File: src/rtl/pipe_reg_pkg.sv
// Shared types, defaults and helper functions for the pipe_reg ready/valid delay line.
package pipe_reg_pkg;

    localparam int unsigned DEF_WIDTH = 8;
    localparam int unsigned DEF_DEPTH = 4;

    // Width of an occupancy counter able to hold 0..depth.
    function automatic int unsigned cnt_w(input int unsigned depth);
        return $clog2(depth + 1);
    endfunction

    // Legal configuration: at least one stage of at least one bit.
    function automatic bit cfg_ok(input int unsigned width, input int unsigned depth);
        return (width >= 1) && (depth >= 1);
    endfunction

endpackage

File: src/rtl/pipe_reg_if.sv
// Handshake bus of pipe_reg: producer side, consumer side, flush and occupancy.
// master = the environment around the pipe, slave = the pipe itself.
interface pipe_reg_if
    import pipe_reg_pkg::*;
#(
    parameter int unsigned WIDTH = DEF_WIDTH,
    parameter int unsigned DEPTH = DEF_DEPTH
) ();

    localparam int unsigned CNT_W = cnt_w(DEPTH);

    logic             clr;
    logic             in_valid;
    logic             in_ready;
    logic [WIDTH-1:0] in_data;
    logic             out_valid;
    logic             out_ready;
    logic [WIDTH-1:0] out_data;
    logic [CNT_W-1:0] count;

    modport master (
        output clr,
        output in_valid,
        output in_data,
        output out_ready,
        input  in_ready,
        input  out_valid,
        input  out_data,
        input  count
    );

    modport slave (
        input  clr,
        input  in_valid,
        input  in_data,
        input  out_ready,
        output in_ready,
        output out_valid,
        output out_data,
        output count
    );

endinterface

File: src/rtl/pipe_reg_stage.sv
// One pipeline stage: a valid flag plus a data word that only loads valid words.
module pipe_reg_stage
    import pipe_reg_pkg::*;
#(
    parameter int unsigned WIDTH = DEF_WIDTH
) (
    input  logic             clk,
    input  logic             rst,
    input  logic             load,
    input  logic             clr,
    input  logic             v_in,
    input  logic [WIDTH-1:0] d_in,
    output logic             v_out,
    output logic [WIDTH-1:0] d_out
);

    // Valid follows the source on load, flush wins; data holds unless a valid word arrives.
    always_ff @(posedge clk or posedge rst) begin
        if (rst) begin
            v_out <= 1'b0;
            d_out <= '0;
        end else begin
            if (clr) begin
                v_out <= 1'b0;
            end else if (load) begin
                v_out <= v_in;
            end
            if (!clr && load && v_in) begin
                d_out <= d_in;
            end
        end
    end

endmodule

File: src/rtl/pipe_reg.sv
// Fixed-latency ready/valid register pipeline with flush and occupancy count.
// Build option PIPE_REG_BUBBLE_COLLAPSE_EN: when defined, each stage advances
// independently so bubbles are squeezed out under backpressure; when undefined,
// all stages shift together on a single global enable.
module pipe_reg
    import pipe_reg_pkg::*;
#(
    parameter int unsigned WIDTH = DEF_WIDTH,
    parameter int unsigned DEPTH = DEF_DEPTH
) (
    input  logic     clk,
    input  logic     rst,
    pipe_reg_if.slave bus
);

    localparam int unsigned CNT_W  = cnt_w(DEPTH);
    localparam bit          CFG_OK = cfg_ok(WIDTH, DEPTH);

    generate
        if (!CFG_OK) begin : g_bad_cfg
            $error("pipe_reg: WIDTH and DEPTH must both be at least 1");
        end
    endgenerate

    logic [DEPTH-1:0] v;
    logic [DEPTH-1:0] load;
    logic [DEPTH-1:0] src_v;
    logic [DEPTH-1:0] v_nxt;
    logic [WIDTH-1:0] d     [DEPTH];
    logic [WIDTH-1:0] src_d [DEPTH];
    logic             in_rdy_c;
    logic [CNT_W-1:0] count_q;
    logic [CNT_W-1:0] count_nxt;

    // Each stage is fed by the previous one; stage 0 is fed by the producer.
    always_comb begin
        src_v = '0;
        for (int k = 0; k < int'(DEPTH); k++) begin
            src_d[k] = '0;
        end
        src_v[0] = bus.in_valid;
        src_d[0] = bus.in_data;
        for (int k = 1; k < int'(DEPTH); k++) begin
            src_v[k] = v[k-1];
            src_d[k] = d[k-1];
        end
    end

`ifdef PIPE_REG_BUBBLE_COLLAPSE_EN
    // adv[k]: the word in stage k may move on (next stage empty or itself moving).
    logic [DEPTH-1:0] adv;

    // Advance chain, evaluated from the output end back toward the input.
    always_comb begin
        logic acc;
        adv = '0;
        acc = bus.out_ready | ~v[DEPTH-1];
        adv[DEPTH-1] = acc;
        for (int k = int'(DEPTH) - 2; k >= 0; k--) begin
            acc    = acc | ~v[k+1];
            adv[k] = acc;
        end
    end

    // A stage loads when it is empty or its current word is leaving.
    always_comb begin
        in_rdy_c = ~rst & ~bus.clr & (~v[0] | adv[0]);
        load     = '0;
        load[0]  = in_rdy_c;
        for (int k = 1; k < int'(DEPTH); k++) begin
            load[k] = ~v[k] | adv[k];
        end
    end
`else
    logic en_c;

    // Whole pipe shifts as one unit whenever the output stage can drain.
    always_comb begin
        en_c     = bus.out_ready | ~v[DEPTH-1];
        in_rdy_c = ~rst & ~bus.clr & en_c;
        load     = {DEPTH{en_c}};
        load[0]  = in_rdy_c;
    end
`endif

    genvar gk;
    generate
        for (gk = 0; gk < int'(DEPTH); gk++) begin : g_stage
            pipe_reg_stage #(
                .WIDTH (WIDTH)
            ) u_stage (
                .clk   (clk),
                .rst   (rst),
                .load  (load[gk]),
                .clr   (bus.clr),
                .v_in  (src_v[gk]),
                .d_in  (src_d[gk]),
                .v_out (v[gk]),
                .d_out (d[gk])
            );
        end
    endgenerate

    // Next-cycle valid flags mirror the stage update so the count can be registered.
    always_comb begin
        v_nxt     = v;
        count_nxt = '0;
        for (int k = 0; k < int'(DEPTH); k++) begin
            if (bus.clr) begin
                v_nxt[k] = 1'b0;
            end else if (load[k]) begin
                v_nxt[k] = src_v[k];
            end
        end
        for (int k = 0; k < int'(DEPTH); k++) begin
            count_nxt = count_nxt + CNT_W'(v_nxt[k]);
        end
    end

    // Registered occupancy, always equal to the popcount of the stage valid flags.
    always_ff @(posedge clk or posedge rst) begin
        if (rst) begin
            count_q <= '0;
        end else begin
            count_q <= count_nxt;
        end
    end

    assign bus.in_ready  = in_rdy_c;
    assign bus.out_valid = v[DEPTH-1];
    assign bus.out_data  = d[DEPTH-1];
    assign bus.count     = count_q;

endmodule
File: src/flat_wrapper.sv
// flat-port wrapper written by rule: the top's interface ports become plain ports
module pipe_reg_flat import pipe_reg_pkg::*;
#(
    parameter int unsigned WIDTH = DEF_WIDTH,
    parameter int unsigned DEPTH = DEF_DEPTH
)
  (clk, rst, bus_clr, bus_in_valid, bus_in_data, bus_out_ready, bus_in_ready, bus_out_valid, bus_out_data, bus_count);
  pipe_reg_if #(.WIDTH(WIDTH), .DEPTH(DEPTH)) bus_i ();
  input  logic clk;
  input  logic rst;
  input wire logic [$bits(bus_i.clr)-1:0] bus_clr;
  input wire logic [$bits(bus_i.in_valid)-1:0] bus_in_valid;
  input wire logic [$bits(bus_i.in_data)-1:0] bus_in_data;
  input wire logic [$bits(bus_i.out_ready)-1:0] bus_out_ready;
  output wire logic [$bits(bus_i.in_ready)-1:0] bus_in_ready;
  output wire logic [$bits(bus_i.out_valid)-1:0] bus_out_valid;
  output wire logic [$bits(bus_i.out_data)-1:0] bus_out_data;
  output wire logic [$bits(bus_i.count)-1:0] bus_count;
  assign bus_i.clr = bus_clr;
  assign bus_i.in_valid = bus_in_valid;
  assign bus_i.in_data = bus_in_data;
  assign bus_i.out_ready = bus_out_ready;
  assign bus_in_ready = bus_i.in_ready;
  assign bus_out_valid = bus_i.out_valid;
  assign bus_out_data = bus_i.out_data;
  assign bus_count = bus_i.count;
  pipe_reg #(.WIDTH(WIDTH), .DEPTH(DEPTH)) u_core (.clk(clk), .rst(rst), .bus(bus_i));
endmodule
File: config.mk
export PLATFORM = sky130hd
export DESIGN_NAME = pipe_reg_flat
export DESIGN_NICKNAME = d
export VERILOG_FILES = /design/src/rtl/pipe_reg_pkg.sv /design/src/rtl/pipe_reg_if.sv /design/src/rtl/pipe_reg_stage.sv /design/src/rtl/pipe_reg.sv /design/src/flat_wrapper.sv
export SDC_FILE = /design/constraint.sdc
export NUM_CORES = 1
export LEC_CHECK = 0
export ABC_AREA = 1
export CAP_MARGIN = 15
export CORE_MARGIN = 2
export CORE_UTILIZATION = 50
export CTS_CLUSTER_DIAMETER = 30
export DETAILED_ROUTE_END_ITERATION = 7
export PLACE_DENSITY = 0.74
export SYNTH_ARGS = -nofsm -noshare
export SYNTH_HDL_FRONTEND = slang
export SYNTH_SLANG_ARGS = --single-unit
File: constraint.sdc
create_clock -name clk -period 4.2 [get_ports clk]
set_input_delay 0.42 -clock clk [delete_from_list [all_inputs] [get_ports clk]]
set_output_delay 0.42 -clock clk [all_outputs]
set_load 0.02 [all_outputs]
==> run_results.csv, run 1 <==
group,metric,value,unit
placement,globalplace.congestion,0.721,
logic_synthesis,postSynthCellCount,175,
placement,io_buffers,25,
final_layout,fill_cells,307,
critical_path,rr_worst_depth,6,
floorplan,start_util,53.4,%
worst_hold_path,whs_path_depth,2,
sta,finClkSkew,6.16,ps
critical_path,criticalPathCategory,"input pin to primary output",
sta,finalMaxSlewViolations,0,
cts,cts_buffers,5,
job,cap_violations,0,
global_routing,antenna_found_initial,0,
sta,clock.fmax,397,MHz
critical_path,crit_top_cell,"clkdlybuf4s50_1",
logic_synthesis,synthFlopType,"dfrtp_1",
logic_synthesis,syn-cell-area,1830,sq um
logic_synthesis,synth.most_common_cell,"dfrtp_1",
route,wl,2510,um
critical_path,ff2ff_setup_slack,2020,ps
floorplan,core-area,3420,sq um
logic_synthesis,synthArstFlopShare,100,%
global_routing,grtUsageTotal,14.8,%
global_routing,grt_pass1_wl,4570,um
critical_path,slowest_delay,600,ps
sta,rsz0062_at_grt,"no",
logic_synthesis,ys_top_cells_by_area,"dfrtp_1, o21ai_2, nand2_1",
logic_synthesis,seq_area_frac_synth,53.5,%
run_status,status,"completed",
cts,clockBufferDepth,2,
power,vdd_drop_max,198,uV
sta,tns,0,ps
cts,cts_root_buffer,"clkbuf_4",
logic_synthesis,synth_common_cells,"dfrtp_1, nand2_1, inv_1",
floorplan,rows,21,
logic_synthesis,synth.top_cell.area_share,53.5,%
sta,finalHoldViolations,0,
critical_path,crit_arrival,2100,ps
floorplan,die_y,64.4,um
global_routing,grt-ovfl-total,0,
critical_path,cp_cell_sequence,"clkdlybuf4s50_1 > nor2_2 > nand2_4 > inv_1 > clkdlybuf4s50_1",
cts,cts-hold-fix-buffers,0,
power,p_per_area,421,nW/um^2
critical_path,critPathLaunchType,"input pin",
sta,worst_pin_slew,486,ps
logic_synthesis,yosys.cell_types.count,21,
worst_hold_path,worstHoldStart,"u_core.g_stage[0].u_stage.d_out[4]",
sta,relSlewSlack,67.6,%
worst_hold_path,whs_endpoint,"u_core.g_stage[0].u_stage.d_out[4]",
sta,finalCritPeriodShare,60.0,%
critical_path,r2r_start,"u_core.g_stage[3].u_stage.v_out",
route,postRouteAntennaNets,0,
final_layout,antenna_cells,0,
critical_path,required,3780,ps
route,drtPass1Iterations,4,
route,via_count,1107,
sta,period_minus_slack,2520,ps
final_layout,area_delta_synth_final,13.0,%
logic_synthesis,ys_warn_count,0,
critical_path,cp-end-kind,"primary output",
critical_path,reg2reg_to,"u_core.bus.count[1]",
logic_synthesis,synthesis.nets,191,
final_layout,num-nets-final,210,
power,p_leak,0.981,nW
final_layout,drive_above_1_share,23.6,%
floorplan,io_pins,26,
cts,postCtsSetupBuffers,0,
placement,hpwl,1820,um
cts,cts-htree-levels,2,
global_routing,grt_start_max_net_pins,40,
cts,tritoncts,"done",
route,drc_errors,0,
critical_path,slowest_stage,"clkdlybuf4s50_1",
critical_path,crit_family,"buffers and inverters",
critical_path,crit_buf_inv,3,
cts,clk_pin_slew,100,ps
critical_path,critical_path.max_fanout,11,
logic_synthesis,synth_area_leader_cell,"dfrtp_1",
cts,clock_latency,340,ps
logic_synthesis,synth_edf_count,0,
floorplan,die_width,64.4,um
route,routed_via_density,4.59,
logic_synthesis,syn_avg_cell_area,10.4,sq um
floorplan,die_area,4150,sq um
sta,setup_violations,0,
route,routedWlPerCell,10.4,um
global_routing,first_global_vias,1054,
cts,cts.sinks,39,
worst_hold_path,hp-class,"flip-flop to flip-flop",
sta,whs,484,ps
cts,cts_resized,0,
route,drt_iter0_drc,60,
logic_synthesis,synth-seq-cells,39,
area by class of cell:
type / instances / area [sq um] / area share [%]
clock buffers: 7 / 45.0 / 2.18
multi-input cells: 90 / 601 / 29.1
flip-flops and latches: 39 / 976 / 47.3
well taps: 46 / 57.6 / 2.79
repair buffers: 26 / 258 / 12.5
clock inverters: 1 / 5.00 / 0.243
inverters: 32 / 120 / 5.83
metal layers:
layer  vias up  wire length, um  GRT usage (%)
met2        26             1190           24.5
met5         -                0              0
li1        573                -              -
met3         4              138           6.25
met1       504             1140           16.5
met4         0               43           7.18
how the worst max path moves through the flow:
stage                                                from                  end  depth (start not counted)
final                                             bus_clr         bus_in_ready                          5
after CTS                                         bus_clr         bus_in_ready                          5
after global routing                              bus_clr         bus_in_ready                          5
after floorplan           u_core.g_stage[3].u_stage.v_out  u_core.bus.count[1]                          7
after global placement                            bus_clr  u_core.bus.count[1]                          9
after detailed placement                          bus_clr  u_core.bus.count[1]                          9
placed cells by master, fill, tap and decap left out:
| cell type | netlist | routed |
|---|---|---|
| a21oi_1 | 1 | 1 |
| buf_4 | 9 | 1 |
| clkbuf_1 | 0 | 2 |
| clkbuf_4 | 0 | 5 |
| clkdlybuf4s50_1 | 0 | 25 |
| clkinv_2 | 0 | 1 |
| dfrtp_1 | 39 | 39 |
| fa_1 | 1 | 1 |
| ha_1 | 2 | 2 |
| inv_1 | 30 | 30 |
| inv_2 | 2 | 2 |
| nand2_1 | 37 | 37 |
| nand2_2 | 5 | 5 |
| nand2_4 | 2 | 2 |
| nand3_1 | 1 | 1 |
| nand3_2 | 2 | 2 |
| nand3_4 | 3 | 3 |
| nand4_1 | 8 | 8 |
| nor2_1 | 1 | 1 |
| nor2_2 | 1 | 1 |
| o21ai_1 | 2 | 2 |
| o21ai_2 | 24 | 24 |
sequential cells by signal, summed over array words and instances, names as in the netlist:
signal                        count
u_core.bus.count                  3
u_core.g_stage.u_stage.v_out      4
u_core.g_stage.u_stage.d_out     32
kinds of logic after synthesis:
| group | after synthesis | share of synthesized area (%) |
|---|---|---|
| AO/OA/AOI/OAI | 27 | 12.3 |
| adder cells (fa/ha/maj) | 3 | 2.47 |
| buffers and inverters | 46 | 13.6 |
| flip-flops | 39 | 53.5 |
| AND/OR/NAND/NOR | 60 | 18.1 |
worst min-delay path: stages, from the launching register on:
cell     delay, ps
dfrtp_1        360
nand2_1         50
nand2_1         40
power breakdown:
part	total, mW	leakage, nW	internal [mW]	switching (mW)
sequential	0.487	0.516	0.447	0.0392
clock	0.176	0.0293	0.0653	0.111
combinational	0.206	0.437	0.0925	0.113
total	0.868	0.981	0.605	0.263
stage by stage:
| step | cells | area, sq um | utilization, % | setup WS, ps | total power [mW] |
|---|---|---|---|---|---|
| CTS | 241 | 2060 | 60.4 | 1670 | 0.880 |
| finish | 241 | 2060 | 60.4 | 1680 | 0.868 |
| floorplan | 175 | 1830 | - | 2130 | 0.658 |
| detailed placement | 233 | 2010 | 58.9 | 1440 | 0.704 |
| global route | 241 | 2060 | 60.4 | 1590 | 0.934 |
| global placement | 233 | 2010 | 58.9 | 1550 | 0.695 |
No activity file was read; power rests on OpenSTA's default activity.
==> run 2, diff against run 1 <==
==> constraint.sdc (replaced) <==
create_clock -name clk -period 2.6 [get_ports clk]
set_input_delay 0.26 -clock clk [delete_from_list [all_inputs] [get_ports clk]]
set_output_delay 0.26 -clock clk [all_outputs]
set_load 0.02 [all_outputs]
==> run 2 against run 1 <==
Compared with the run above: sequential share of layout area down 0.93 points; clock power up 90%; combinational power up 64%; critical path depth up 4; first-iteration DRC count down 30%; wire length up 3.2%; non-clock buffer count up 3; count of clock-buffer cells in the layout up 1; utilization up 1.2 points; sequential cell count unchanged; sequential power up 62%; register-to-register slack worse by 1400 ps.
==> run_results.csv, run 2 (synthesis results as in run 1) <==
group,metric,value,unit
critical_path,critPathLaunchType,"input pin",
sta,worst_pin_slew,467,ps
final_layout,drive_above_1_share,25.3,%
sta,finClkSkew,7.77,ps
route,routed_via_density,4.66,
critical_path,reg2reg_to,"u_core.bus.count[1]",
final_layout,largest_register_ffs,32,
sta,setup_violations,0,
global_routing,grtUsageTotal,14.9,%
floorplan,die_area,4150,sq um
sta,rsz0062_at_grt,"no",
floorplan,die_y,64.4,um
global_routing,top_usage_layer,"met2",
cts,clock_latency,330,ps
cts,cts_resized,0,
cts,clockBufferDepth,2,
cts,clk_pin_slew,110,ps
final_layout,final_cell_mix,"dfrtp_1, nand2_1, inv_1",
final_layout,mostFrequentLayoutCell,"dfrtp_1",
final_layout,top_register,"u_core.g_stage.u_stage.d_out",
floorplan,rows,21,
route,drt_iter0_drc,42,
global_routing,grt_start_max_net_pins,40,
sta,setup_slack,587,ps
critical_path,critical_path.max_fanout,4,
critical_path,ff2ff_setup_slack,590,ps
route,via_count,1136,
power,switchingPower,0.425,mW
placement,io_buffers,25,
route,drc_errors,0,
power,p_total,1.46,mW
route,postRouteAntennaNets,0,
global_routing,grt_use_met2,26.0,%
sta,finalHoldViolations,0,
global_routing,antenna_found_initial,0,
placement,dp.cells,236,
critical_path,crit_arrival,2230,ps
global_routing,grt_pass1_wl,4760,um
power,seqPwrFrac,53.9,%
power,p_sw_share,29.1,%
global_routing,grt-ovfl-total,0,
final_layout,area_delta_synth_final,15.2,%
floorplan,io_pins,26,
sta,clock.fmax,497,MHz
power,p_per_area,694,nW/um^2
cts,cts-htree-levels,2,
worst_hold_path,hp-class,"input pin to async pin",
critical_path,criticalPathCategory,"input pin to flip-flop",
floorplan,die_width,64.4,um
sta,tns,0,ps
power,p_leak,1.00,nW
global_routing,first_global_vias,1111,
critical_path,endpoint,"u_core.bus.count[1]",
final_layout,fill_cells,295,
global_routing,use_met1,16.9,%
run_status,status,"completed",
critical_path,required,2820,ps
cts,tritoncts,"done",
cts,cts.sinks,39,
power,p_clk_share,23.0,%
job,cap_violations,0,
cts,cts_root_buffer,"clkbuf_4",
global_routing,gr-usage-met3,5.38,%
floorplan,core-area,3420,sq um
critical_path,r2r_start,"u_core.g_stage[3].u_stage.v_out",
power,p_int,1.03,mW
cts,cts_buffers,5,
cts,postCtsSetupBuffers,0,
placement,place_ws,229,ps
route,drtPass1Iterations,4,
final_layout,num-nets-final,213,
final_layout,fin_cells,244,
sta,finalCritPeriodShare,77.4,%
critical_path,crit_start,"bus_clr",
critical_path,rr_worst_depth,8,
sta,finalMaxSlewViolations,0,
power,combPwrFrac,23.1,%
critical_path,cp-end-kind,"flip-flop",
floorplan,start_util,53.4,%
final_layout,multi_input_area,601,sq um
sta,period_minus_slack,2010,ps
sta,relSlewSlack,68.8,%
route,routedWlPerCell,10.6,um
final_layout,antenna_cells,0,
route,wl,2590,um
power,vdd_drop_max,379,uV
final_layout,seqCellArea,976,sq um
placement,globalplace.congestion,0.721,
cts,cts-hold-fix-buffers,0,
[run 2: cell count changes in the layout (fill, tap and decap cells not counted)]
cell,change
buf_4,+3
clkbuf_8,+2
clkbuf_1,-1
clkinv_2,-1
[run 2: power by group through the flow]
stage / Clock, mW / Sequential [mW] / Combinational [mW]
2_1_floorplan: 0 / 0.788 / 0.275
3_3_place_gp: 0 / 0.793 / 0.332
3_5_place_dp: 0 / 0.802 / 0.344
4_1_cts: 0.347 / 0.790 / 0.345
5_1_grt: 0.384 / 0.803 / 0.382
6_report: 0.335 / 0.787 / 0.337
[run 2: how the worst min path moves through the flow]
stage	end	slack [ps]
CTS	u_core.bus.count[1]	400
finish	u_core.bus.count[1]	390
detailed placement	u_core.g_stage[0].u_stage.d_out[1]	470
global route	u_core.g_stage[2].u_stage.d_out[6]	420
floorplan	u_core.g_stage[0].u_stage.v_out	340
global placement	u_core.g_stage[0].u_stage.d_out[6]	460
[run 2: cell type report]
type,count,area share (%)
multi-input combinational,90,28.6
tap,46,2.74
timing repair buffer,29,13.3
inverter,32,5.71
sequential,39,46.4
clock buffer,8,3.27
[run 2: metrics by stage]
step           instance area [sq um]  hold slack (ps)  util (%)
5_1_grt                         2100              424      61.6
2_1_floorplan                   1830              340         -
3_5_place_dp                    2030              466      59.6
6_report                        2100              389      61.6
4_1_cts                         2100              400      61.6
3_3_place_gp                    2030              460      59.6
[run 2: routing by layer]
layer / vias to the layer above / wire, um
met5: - / 0
met2: 26 / 1320
met1: 520 / 1130
met4: 0 / 24
li1: 586 / -
met3: 4 / 122
[run 2: critical path, stage by stage]
cell             delay (ps)
clkdlybuf4s50_1         490
nor2_2                  240
nand2_4                  70
nand2_2                  60
nand2_1                  40
nor2_1                  120
ha_1                    270
fa_1                    400
ha_1                    280
==> run 3, diff against run 2 <==
--- a/config.mk
+++ b/config.mk
@@ -8,7 +8,7 @@
 export ABC_AREA = 1
 export CAP_MARGIN = 15
 export CORE_MARGIN = 2
-export CORE_UTILIZATION = 50
+export CORE_UTILIZATION = 48
 export CTS_CLUSTER_DIAMETER = 30
 export DETAILED_ROUTE_END_ITERATION = 7
 export PLACE_DENSITY = 0.74
==> constraint.sdc (replaced) <==
create_clock -name clk -period 1.7 [get_ports clk]
set_input_delay 0.17 -clock clk [delete_from_list [all_inputs] [get_ports clk]]
set_output_delay 0.17 -clock clk [all_outputs]
set_load 0.02 [all_outputs]
==> run 3 against run 2 <==
Compared with the run above: the flow now finishes with violations (negative setup slack); die area grew 3.9%; sequential share of layout area down 3.3 points; critical path depth fell by 1; clock power increased to 2.6 times the previous value; utilization up 0.42 points; wire length rose by 5.0%; setup slack worse by 630 ps; power up 80%; register-to-register slack got worse by 630 ps; largest cell class unchanged; highest routed layer unchanged.
==> run_results.csv, run 3 (synthesis results as in run 1) <==
group,metric,value,unit
critical_path,crit_start,"u_core.g_stage[3].u_stage.v_out",
global_routing,grtUsageTotal,15.4,%
sta,period_minus_slack,1740,ps
final_layout,area_delta_synth_final,24.3,%
sta,setup_violations,1,
route,routed_via_density,4.62,
floorplan,die_y,65.7,um
cts,cts-hold-fix-buffers,0,
final_layout,fill_cells,306,
global_routing,grt_start_max_net_pins,40,
route,wl,2720,um
critical_path,r2r_start,"u_core.g_stage[3].u_stage.v_out",
critical_path,required,1930,ps
global_routing,grt-ovfl-total,0,
cts,clockBufferDepth,2,
global_routing,antenna_found_initial,0,
final_layout,antenna_cells,0,
cts,clk_pin_slew,70,ps
route,drt_iter0_drc,63,
run_status,status,"finished with violations",
sta,finClkSkew,3.57,ps
final_layout,fin_util,62.0,%
power,combPwrFrac,20.3,%
final_layout,drive_above_1_share,31.9,%
power,p_per_area,1160,nW/um^2
cts,clock_latency,280,ps
placement,globalplace.congestion,0.854,
final_layout,largest_register_ffs,32,
placement,hpwl,1960,um
global_routing,gr-usage-met3,6.16,%
run_status,violations,"negative setup slack",
sta,clock.fmax,574,MHz
worst_hold_path,worstHoldStart,"bus_clr",
cts,tritoncts,"done",
global_routing,grt_use_met2,25.8,%
power,seqPwrFrac,46.0,%
cts,cts_buffers,5,
sta,setup_slack,-42.0,ps
route,drtPass1Iterations,4,
final_layout,top_register,"u_core.g_stage.u_stage.d_out",
power,p_sw_share,26.2,%
final_layout,mostFrequentLayoutCell,"dfrtp_1",
route,via_count,1178,
critical_path,critical_path.max_fanout,5,
floorplan,die_width,65.7,um
sta,rsz0062_at_grt,"yes",
sta,relSlewSlack,68.3,%
global_routing,first_global_vias,1153,
sta,finalHoldViolations,0,
power,p_total,2.62,mW
cts,cts_root_buffer,"clkbuf_8",
floorplan,io_pins,26,
final_layout,fin_area,2270,sq um
floorplan,die_area,4310,sq um
floorplan,rows,22,
cts,cts-htree-levels,2,
power,vdd_drop_max,572,uV
final_layout,final_cell_mix,"dfrtp_1, nand2_1, inv_1",
power,p_clk_share,33.7,%
final_layout,num-nets-final,222,
job,cap_violations,0,
placement,io_buffers,25,
power,switchingPower,0.687,mW
sta,finalMaxSlewViolations,0,
critical_path,cp-end-kind,"flip-flop",
sta,worst_pin_slew,475,ps
global_routing,top_usage_layer,"met2",
critical_path,crit_arrival,1970,ps
cts,cts.sinks,39,
critical_path,criticalPathCategory,"flip-flop to flip-flop",
floorplan,start_util,49.9,%
worst_hold_path,hp-class,"input pin to flip-flop",
floorplan,core-area,3660,sq um
global_routing,grt_pass1_wl,4970,um
route,postRouteAntennaNets,0,
placement,place_area,2100,sq um
power,p_int,1.93,mW
route,routedWlPerCell,10.7,um
power,p_leak,1.07,nW
sta,finalCritPeriodShare,102,%
critical_path,critPathLaunchType,"flip-flop",
global_routing,use_met1,17.8,%
route,drc_errors,0,
-- run 3: changes by cell type in the layout (fill, tap and decap cells not counted), moves of 2 or more --
| cell | before | now |
|---|---|---|
| buf_4 | 4 | 13 |
| clkbuf_4 | 5 | 0 |
| clkbuf_8 | 2 | 5 |
| bufinv_16 | 0 | 2 |
| clkdlybuf4s50_1 | 25 | 23 |
| dlygate4sd2_1 | 0 | 2 |
-- run 3: power groups by stage --
stage	combinational, mW	clock [mW]	sequential, mW
final	0.532	0.885	1.21
after global routing	0.601	0.958	1.23
after CTS	0.541	0.909	1.21
after detailed placement	0.535	0	1.22
after global placement	0.514	0	1.21
after floorplan	0.421	0	1.20
-- run 3: what timing repair did --
item	CTS	global route
pin swaps	3	1
endpoints found under the hold margin	0	0
resized for setup	7	0
setup endpoints to repair	3	2
setup buffers	1	1
-- run 3: final timing paths --
path                                                       to  slack, ps  depth (start not counted)
hold reg to reg            u_core.g_stage[0].u_stage.d_out[1]        470                          2
max in group asynchronous     u_core.g_stage[3].u_stage.v_out        960                          3
setup reg to reg                          u_core.bus.count[1]        -40                          8
hold / removal                u_core.g_stage[0].u_stage.v_out        380                          3
setup / recovery                          u_core.bus.count[1]        -40                          8
min in group asynchronous                 u_core.bus.count[1]        390                          3
-- run 3: per-layer routing --
layer | wire length (um) | up-vias
li1 | - | 598
met1 | 1220 | 546
met2 | 1360 | 30
met3 | 109 | 4
met4 | 24 | 0
met5 | 0 | -
-- run 3: layout make-up --
| class | count | area, sq um | area share (%) |
|---|---|---|---|
| Tap cell | 48 | 60.1 | 2.65 |
| Timing Repair Buffer | 38 | 345 | 15.2 |
| Inverter | 32 | 120 | 5.29 |
| Clock inverter | 2 | 60.1 | 2.65 |
| Multi-Input combinational cell | 90 | 634 | 27.9 |
| Clock buffer | 6 | 72.6 | 3.20 |
| Sequential cell | 39 | 977 | 43.1 |
-- run 3: critical path, stage by stage, from the launching register on --
cell and delay (ps):
dfrtp_2 420, nand2_4 120, nand2_4 60, nand2_2 50, nand2_2 50, nor2_2 100, ha_1 250, fa_2 370
ha_4 270
-- run 3: through the flow --
stage / std cells / worst slack, ps / hold WS (ps) / TNS, ps
detailed placement: 245 / -412 / 463 / -1050
finish: 255 / -42.0 / 377 / -42.0
global route: 255 / -100 / 376 / -152
global placement: 245 / -355 / 456 / -894
CTS: 254 / -38.8 / 360 / -38.8
floorplan: 175 / -192 / 250 / -365
